===== config.mk =====
export PLATFORM = sky130hd
export DESIGN_NAME = score_counter_display
export DESIGN_NICKNAME = d
export VERILOG_FILES = /design/src/rtl/score_counter_display.sv
export SDC_FILE = /design/constraint.sdc
export NUM_CORES = 1
export LEC_CHECK = 0
export ABC_AREA = 1
export BUFFER_PORTS_ARGS = -buffer_cell sky130_fd_sc_hd__buf_2
export CAP_MARGIN = 10
export CORE_UTILIZATION = 45
export CTS_BUF_LIST = sky130_fd_sc_hd__clkbuf_2
export CTS_CLUSTER_DIAMETER = 150
export CTS_CLUSTER_SIZE = 14
export DETAILED_ROUTE_END_ITERATION = 16
export GPL_TIMING_DRIVEN = 0
export MAX_ROUTING_LAYER = met4
export PLACE_DENSITY = 0.79
export SLEW_MARGIN = 20
export SYNTH_ARGS = -nofsm -noshare
export SYNTH_HDL_FRONTEND = slang
export SYNTH_SLANG_ARGS = --single-unit

===== constraint.sdc =====
create_clock -name clock -period 2 [get_ports clock]
set_input_delay 0.3 -clock clock [delete_from_list [all_inputs] [get_ports clock]]
set_output_delay 0.3 -clock clock [all_outputs]
set_load 0.05 [all_outputs]

===== src/rtl/score_counter_display.sv =====
// -----------------------------------------------------------------------------
// score_counter_display
//
// Purpose: decimal (BCD) score counter with a seven-segment pixel renderer and
// a visibility FSM. After each point the digits blink for a few frames. Once
// the score saturates at MAX_SCORE the digits blink indefinitely.
//
// Ports:
//   clock      in   system clock, all state on the rising edge
//   reset      in   asynchronous, active-high reset
//   point      in   one-cycle pulse, add one to the score
//   clear      in   one-cycle pulse, score to zero (wins over point)
//   frameTick  in   one-cycle pulse, once per video frame
//   xPos       in   [11:0] current horizontal pixel
//   yPos       in   [11:0] current vertical pixel
//   drawScore  out  registered pixel-on for the score glyphs
//   scoreBcd   out  [4*DIGITS-1:0] packed BCD score, ones digit in [3:0]
//   atMax      out  high while the score equals MAX_SCORE
//
// Optional feature: define SCORE_LEADING_ZERO_BLANK_EN to blank zero digits
// that are more significant than the first nonzero digit. The ones digit is
// always drawn.
// -----------------------------------------------------------------------------
module score_counter_display #(
  parameter int DIGITS       = 2,
  parameter int LEFT         = 10,
  parameter int TOP          = 10,
  parameter int HEIGHT       = 50,
  parameter int DIGIT_W      = 25,
  parameter int GAP          = 10,
  parameter int MAX_SCORE    = 99,
  parameter int BLINK_FRAMES = 8,
  parameter int BLINK_COUNT  = 3
) (
  input  logic                  clock,
  input  logic                  reset,
  input  logic                  point,
  input  logic                  clear,
  input  logic                  frameTick,
  input  logic [11:0]           xPos,
  input  logic [11:0]           yPos,
  output logic                  drawScore,
  output logic [4*DIGITS-1:0]   scoreBcd,
  output logic                  atMax
);

  // ---------------------------------------------------------------------------
  // Helper functions
  // ---------------------------------------------------------------------------
  function automatic logic [4*DIGITS-1:0] int_to_bcd(input int v);
    logic [4*DIGITS-1:0] r;
    int                  t;
    r = '0;
    t = v;
    for (int i = 0; i < DIGITS; i++) begin
      r[4*i +: 4] = 4'(t % 10);
      t = t / 10;
    end
    return r;
  endfunction

  // Decimal increment with carry ripple from the ones digit upward.
  function automatic logic [4*DIGITS-1:0] bcd_inc(input logic [4*DIGITS-1:0] v);
    logic [4*DIGITS-1:0] r;
    logic                carry;
    r     = v;
    carry = 1'b1;
    for (int i = 0; i < DIGITS; i++) begin
      if (carry) begin
        if (v[4*i +: 4] >= 4'd9) begin
          r[4*i +: 4] = 4'd0;
          carry       = 1'b1;
        end else begin
          r[4*i +: 4] = v[4*i +: 4] + 4'd1;
          carry       = 1'b0;
        end
      end
    end
    return r;
  endfunction

  // Segment order {a,b,c,d,e,f,g}; non-BCD nibbles are blank.
  function automatic logic [6:0] seg7(input logic [3:0] n);
    logic [6:0] s;
    case (n)
      4'd0:    s = 7'b1111110;
      4'd1:    s = 7'b0110000;
      4'd2:    s = 7'b1101101;
      4'd3:    s = 7'b1111001;
      4'd4:    s = 7'b0110011;
      4'd5:    s = 7'b1011011;
      4'd6:    s = 7'b1011111;
      4'd7:    s = 7'b1110000;
      4'd8:    s = 7'b1111111;
      4'd9:    s = 7'b1111011;
      default: s = 7'b0000000;
    endcase
    return s;
  endfunction

  // ---------------------------------------------------------------------------
  // Constants
  // ---------------------------------------------------------------------------
  localparam logic [4*DIGITS-1:0] MAX_BCD = int_to_bcd(MAX_SCORE);

  localparam int FW = (BLINK_FRAMES < 2) ? 1 : $clog2(BLINK_FRAMES + 1);
  localparam int PW = (BLINK_COUNT  < 2) ? 1 : $clog2(BLINK_COUNT  + 1);
  localparam logic [FW-1:0] FRAMES_LD = FW'(BLINK_FRAMES);
  localparam logic [PW-1:0] PAIRS_LD  = PW'(BLINK_COUNT);

  // Geometry in 13 bits so that right/bottom bounds never wrap.
  localparam logic [12:0] Y0    = 13'(TOP);
  localparam logic [12:0] Y1    = 13'(TOP + HEIGHT);
  localparam logic [12:0] A_END = 13'(HEIGHT / 5);
  localparam logic [12:0] D_BEG = 13'(HEIGHT - HEIGHT / 5);
  localparam logic [12:0] G_BEG = 13'(HEIGHT * 2 / 5);
  localparam logic [12:0] G_END = 13'(HEIGHT * 3 / 5);
  localparam logic [12:0] L_END = 13'(DIGIT_W / 3);
  localparam logic [12:0] R_BEG = 13'(DIGIT_W - DIGIT_W / 3);

  typedef enum logic [1:0] {
    SHOW      = 2'd0,
    BLINK_OFF = 2'd1,
    BLINK_ON  = 2'd2,
    WON       = 2'd3
  } vis_state_e;

  // ---------------------------------------------------------------------------
  // Score counter
  // ---------------------------------------------------------------------------
  logic [4*DIGITS-1:0] score_q, score_d, score_inc;
  logic                atMax_q;
  logic                at_max, reach_max;

  assign score_inc = bcd_inc(score_q);
  assign at_max    = (score_q == MAX_BCD);
  assign reach_max = (score_inc == MAX_BCD);

  always_comb begin
    score_d = score_q;
    if (clear) begin
      score_d = '0;
    end else if (point && !at_max) begin
      score_d = score_inc;
    end
  end

  // ---------------------------------------------------------------------------
  // Visibility FSM
  // ---------------------------------------------------------------------------
  vis_state_e      state_q;
  logic [FW-1:0]   frame_q;
  logic [PW-1:0]   pair_q;
  logic            won_vis_q;
  logic            frame_last;
  logic            vis;

  // The tick that brings the counter to zero is the one that transitions.
  assign frame_last = (frame_q <= FW'(1));

  always_ff @(posedge clock or posedge reset) begin
    if (reset) begin
      state_q   <= SHOW;
      frame_q   <= '0;
      pair_q    <= '0;
      won_vis_q <= 1'b1;
    end else if (clear) begin
      state_q   <= SHOW;
      frame_q   <= '0;
      pair_q    <= '0;
      won_vis_q <= 1'b1;
    end else if (point) begin
      // A point always consumes a coincident frameTick. A point at the
      // saturation value changes nothing.
      if (!at_max) begin
        frame_q <= FRAMES_LD;
        if (reach_max) begin
          state_q   <= WON;
          won_vis_q <= 1'b1;
        end else begin
          state_q <= BLINK_OFF;
          pair_q  <= PAIRS_LD;
        end
      end
    end else if (frameTick) begin
      case (state_q)
        BLINK_OFF: begin
          if (frame_last) begin
            state_q <= BLINK_ON;
            frame_q <= FRAMES_LD;
          end else begin
            frame_q <= frame_q - FW'(1);
          end
        end
        BLINK_ON: begin
          if (frame_last) begin
            frame_q <= FRAMES_LD;
            if (pair_q <= PW'(1)) begin
              pair_q  <= '0;
              state_q <= SHOW;
            end else begin
              pair_q  <= pair_q - PW'(1);
              state_q <= BLINK_OFF;
            end
          end else begin
            frame_q <= frame_q - FW'(1);
          end
        end
        WON: begin
          if (frame_last) begin
            frame_q   <= FRAMES_LD;
            won_vis_q <= ~won_vis_q;
          end else begin
            frame_q <= frame_q - FW'(1);
          end
        end
        default: ;
      endcase
    end
  end

  assign vis = (state_q != BLINK_OFF) && !((state_q == WON) && !won_vis_q);

  // ---------------------------------------------------------------------------
  // Glyph renderer
  // ---------------------------------------------------------------------------
  logic [12:0]       x13, y13, ly;
  logic              in_y;
  logic [DIGITS-1:0] pix;
  logic              draw_d;

  assign x13  = {1'b0, xPos};
  assign y13  = {1'b0, yPos};
  assign in_y = (y13 >= Y0) && (y13 < Y1);
  assign ly   = y13 - Y0;

  for (genvar k = 0; k < DIGITS; k++) begin : g_digit
    // Digit k = 0 is the most significant and sits leftmost.
    localparam int          SH = 4 * (DIGITS - 1 - k);
    localparam logic [12:0] X0 = 13'(LEFT + k * (DIGIT_W + GAP));
    localparam logic [12:0] X1 = 13'(LEFT + k * (DIGIT_W + GAP) + DIGIT_W);

    logic [3:0]  nib;
    logic [12:0] lx;
    logic        in_box;
    logic [6:0]  band;
    logic        show;

    assign nib    = score_q[SH +: 4];
    assign lx     = x13 - X0;
    assign in_box = in_y && (x13 >= X0) && (x13 < X1);

    assign band[6] = (ly < A_END);                        // a
    assign band[5] = (lx >= R_BEG) && (ly < G_END);       // b
    assign band[4] = (lx >= R_BEG) && (ly >= G_BEG);      // c
    assign band[3] = (ly >= D_BEG);                       // d
    assign band[2] = (lx < L_END) && (ly >= G_BEG);       // e
    assign band[1] = (lx < L_END) && (ly < G_END);        // f
    assign band[0] = (ly >= G_BEG) && (ly < G_END);       // g

`ifdef SCORE_LEADING_ZERO_BLANK_EN
    // Blank when this digit and every more significant digit are zero.
    if (k == DIGITS - 1) begin : g_ones
      assign show = 1'b1;
    end else begin : g_upper
      assign show = (score_q[4*DIGITS-1 : SH] != '0);
    end
`else
    assign show = 1'b1;
`endif

    assign pix[k] = in_box && show && (|(seg7(nib) & band));
  end

  assign draw_d = vis && (|pix);

  // ---------------------------------------------------------------------------
  // Output registers
  // ---------------------------------------------------------------------------
  logic drawScore_q;

  always_ff @(posedge clock or posedge reset) begin
    if (reset) begin
      score_q     <= '0;
      atMax_q     <= 1'b0;
      drawScore_q <= 1'b0;
    end else begin
      score_q     <= score_d;
      atMax_q     <= (score_d == MAX_BCD);
      drawScore_q <= draw_d;
    end
  end

  assign scoreBcd  = score_q;
  assign atMax     = atMax_q;
  assign drawScore = drawScore_q;

endmodule


==> results.py <==
metrics = {
    "outcome": {
        "outcome": "finished with violations",
        "violations": "setup timing",
    },
    "cells_and_area": {
        "layout_common_cells": "120 x nand2_1, 47 x inv_1, 40 x nor2_1, 38 x nand3_1, 38 x buf_2",
        "nNetsFinal": 557,
        "diodes": 0,
        "mostFrequentLayoutCell": "nand2_1",
        "drive_gt1_share_pct": 25.5,
        "area_delta_synth_final_pct": 22.8,
        "final_util_pct": 58.9,
    },
    "detailed_routing": {
        "drt-met1-wl_um": 3190,
        "vias_per_cell": 5.29,
        "vias": 3023,
        "routed-wl-met3_um": 295,
        "drt-total-wl_um": 6970,
        "dr_wl_met2_um": 3450,
        "topRoutingLayerUsed": "met4",
        "ant_nets": 0,
        "drc": 0,
        "post_drt_wl_per_cell_um": 12.2,
        "drtIter0Drc": 214,
        "drt_first_pass_iters": 5,
    },
    "setup_path": {
        "cp.required_ps": 2290,
        "path_cells": "inv_4 -> ha_4 -> inv_2 -> nor2_4 -> nand2_2 -> nand2_4 -> inv_6 -> a21oi_2 -> nand3_2 -> nor4_4 -> nand2_2 -> nand2_1 -> nor2_1 -> a21oi_2",
        "crit_path_max_incr_delay_ps": 490,
        "rrSetupSlack_ps": -70,
        "crit_type": "reg -> reg",
        "cp.arrival_ps": 2360,
        "end_kind": "flip-flop",
        "cp_max_fo": 7,
        "start_kind": "flip-flop",
        "cpMaxStageDelayCell": "dfrtp_2",
    },
    "die": {
        "die-height_um": 79.6,
        "dieArea_um2": 6330,
        "io_pins": 39,
        "core_area_um2": 5640,
        "start_util_pct": 48.0,
        "die_x_um": 79.6,
        "rows": 27,
    },
    "job": {
        "drv_cap": 0,
    },
    "placed_design": {
        "hpwlAfterDp_um": 5020,
        "io_buffer_count": 34,
        "gp_congestion": 0.882,
    },
    "synth": {
        "yosys_warnings": 0,
        "yosysTopAreaCellShare_pct": 17.2,
        "yosysUniqueCellTypes": 38,
        "syn-instance-count": 442,
        "synth_fp_nets": 499,
        "ys_seq_area_share_pct": 17.6,
        "yosys.area.top_type": "nand2_1",
        "synth_area_um2": 2710,
        "ys_ff_latch": 19,
        "syn_avg_cell_area_um2": 6.13,
        "synth_area_leaders": "nand2_1 17%, dfrtp_1 17%, ha_1 13%, inv_1 7.8%, nand3_1 7.2%",
    },
    "grt": {
        "grt_pass1_wl_um": 11000,
        "grt_pass1_vias": 2609,
        "antenna_found_initial": 0,
        "grt_usage_pct": 21.7,
        "grt_max_degree": 20,
        "grt-ovfl-total": 0,
    },
    "timing": {
        "layout_setup_ws_ps": -71.5,
        "grt_setup_unrepaired": "yes",
        "hold_violations": 0,
        "max_freq_mhz": 483,
        "fin_crit_sh_pct": 104,
        "finalClockSkew_ps": 29.0,
        "slew_viol_final": 0,
        "worstMarginPinSlew_ps": 735,
        "min_period_ps": 2070,
        "slew_headroom_pct": 50.9,
        "setup-violations-final": 3,
    },
    "pwr": {
        "p_clk_share_pct": 11.1,
        "power.density_nw_per_um2": 469,
        "total_power_mw": 1.56,
        "p_sw_share_pct": 46.4,
        "comb_power_share_pct": 55.3,
        "intPower_mw": 0.836,
        "total_leakage_power_nw": 1.68,
        "ir_worst_vdd_mv": 0.489,
        "p_switching_mw": 0.724,
        "p_seq_share_pct": 33.5,
    },
    "clock_tree": {
        "cts_made_buffers": 3,
        "clk_pin_slew_ps": 210,
        "h-tree-depth": 1,
        "cts_tree": "built",
        "insertion_delay_ps": 330,
        "cts.sinks": 19,
        "hold_buffers": 0,
        "clockRootBuffer": "clkbuf_2",
        "cts_max_path_buffers": 2,
    },
    "worst_hold_path": {
        "min_path_type": "in -> async",
    },
}
per-layer routing:
layer  up-vias  GRT usage [%]
met5         -              -
met4         0           4.00
met3         4           1.03
met2        80           38.5
met1      1376           27.5
li1       1563              -
kinds of logic after synthesis:
| logic type | count (synthesis) | synth area share, % |
|---|---|---|
| and+or+nand+nor | 253 | 43.0 |
| xor gates and xnor gates | 9 | 2.91 |
| buffers and inverters | 71 | 10.2 |
| AOI/OAI and AO/OA | 62 | 13.3 |
| DFF | 19 | 17.6 |
| adders and majority gates | 28 | 12.9 |
synthesized netlist by cell type:
cell      number
nor4_1         2
a211oi_1       1
nor2_2         6
nor4_2         1
or2_1          1
nand3_1       39
o21ai_0       23
a21oi_1       12
nor2_4         6
dfstp_2        1
o21a_1         1
buf_2          4
nand3_2        1
nor3_1         7
nand2_1      124
inv_4          2
a31oi_1        6
clkbuf_1       1
nand4_1       15
o21ai_1        7
nor2_1        40
inv_1         56
o22ai_1        2
a311oi_1       1
o211ai_1       2
nand2_4        1
inv_2          8
xnor2_1        3
ha_1          28
nand2_2        2
nand3b_1       3
or2_2          4
nor3b_1        1
a211oi_2       1
dfrtp_1       18
a21oi_2        4
xor2_1         6
o21bai_1       2
final cells by class:
cell class                      count  area [µm²]
Fill cell                         523        2320
Timing Repair Buffer               53         320
Multi-Input combinational cell    352        2120
Clock buffer                        3        15.0
Buffer                              5        23.8
Inverter                           66         268
Clock inverter                      1        5.00
Sequential cell                    19         482
Tap cell                           72        90.1
through the flow:
step | setup TNS [ps] | instances | worst slack [ps] | hold slack [ps] | area, µm²
final | -177 | 571 | -71.5 | 45.2 | 3330
after global routing | -527 | 571 | -137 | 96.9 | 3330
after CTS | -381 | 562 | -110 | 84.5 | 3130
after detailed placement | -756 | 548 | -346 | 468 | 2990
after global placement | -535 | 548 | -284 | 456 | 2990
after floorplan | -88.0 | 442 | -30.9 | 250 | 2730
path summary, 6_finish.rpt:
check	startpoint	endpoint	cells past startpoint
setup / recovery	scoreBcd[1]$_DFF_PP0_	state_q[1]$_DFFE_PP0P_	14
hold / removal	reset	scoreBcd[1]$_DFF_PP0_	2
setup reg to reg	scoreBcd[1]$_DFF_PP0_	state_q[1]$_DFFE_PP0P_	14
hold reg to reg	won_vis_q$_DFFE_PP1P_	won_vis_q$_DFFE_PP1P_	2
max in group asynchronous	reset	scoreBcd[0]$_DFF_PP0_	2
min in group clock	clear	won_vis_q$_DFFE_PP1P_	6
state kept, by name, indices dropped and copies added, names as in the netlist:
| signal | count |
|---|---|
| atMax | 1 |
| drawScore | 1 |
| scoreBcd | 8 |
| frame_q | 4 |
| pair_q | 2 |
| won_vis_q | 1 |
| state_q | 2 |
timing repair:
action / CTS / global route
cloned: 0 / 0
setup buffers: 10 / 10
resized for setup: 9 / 32
pin swaps: 7 / 18
endpoints found under the setup margin: 5 / 6
critical path, delay by kind of cell, from the launching register on:
kind	cells	cell delay, ps
DFF	1	490
adders and majority gates	1	130
AOI/OAI and AO/OA	2	250
and+or+nand+nor	8	960
buffers and inverters	3	200
power by group through the flow:
stage	clock (mW)	combinational, mW	sequential, mW
floorplan	0	0.537	0.555
global placement	0	0.720	0.525
detailed placement	0	0.742	0.530
CTS	0.174	0.795	0.517
global route	0.192	0.970	0.531
finish	0.173	0.863	0.523
No activity file was read; power rests on OpenSTA's default activity.
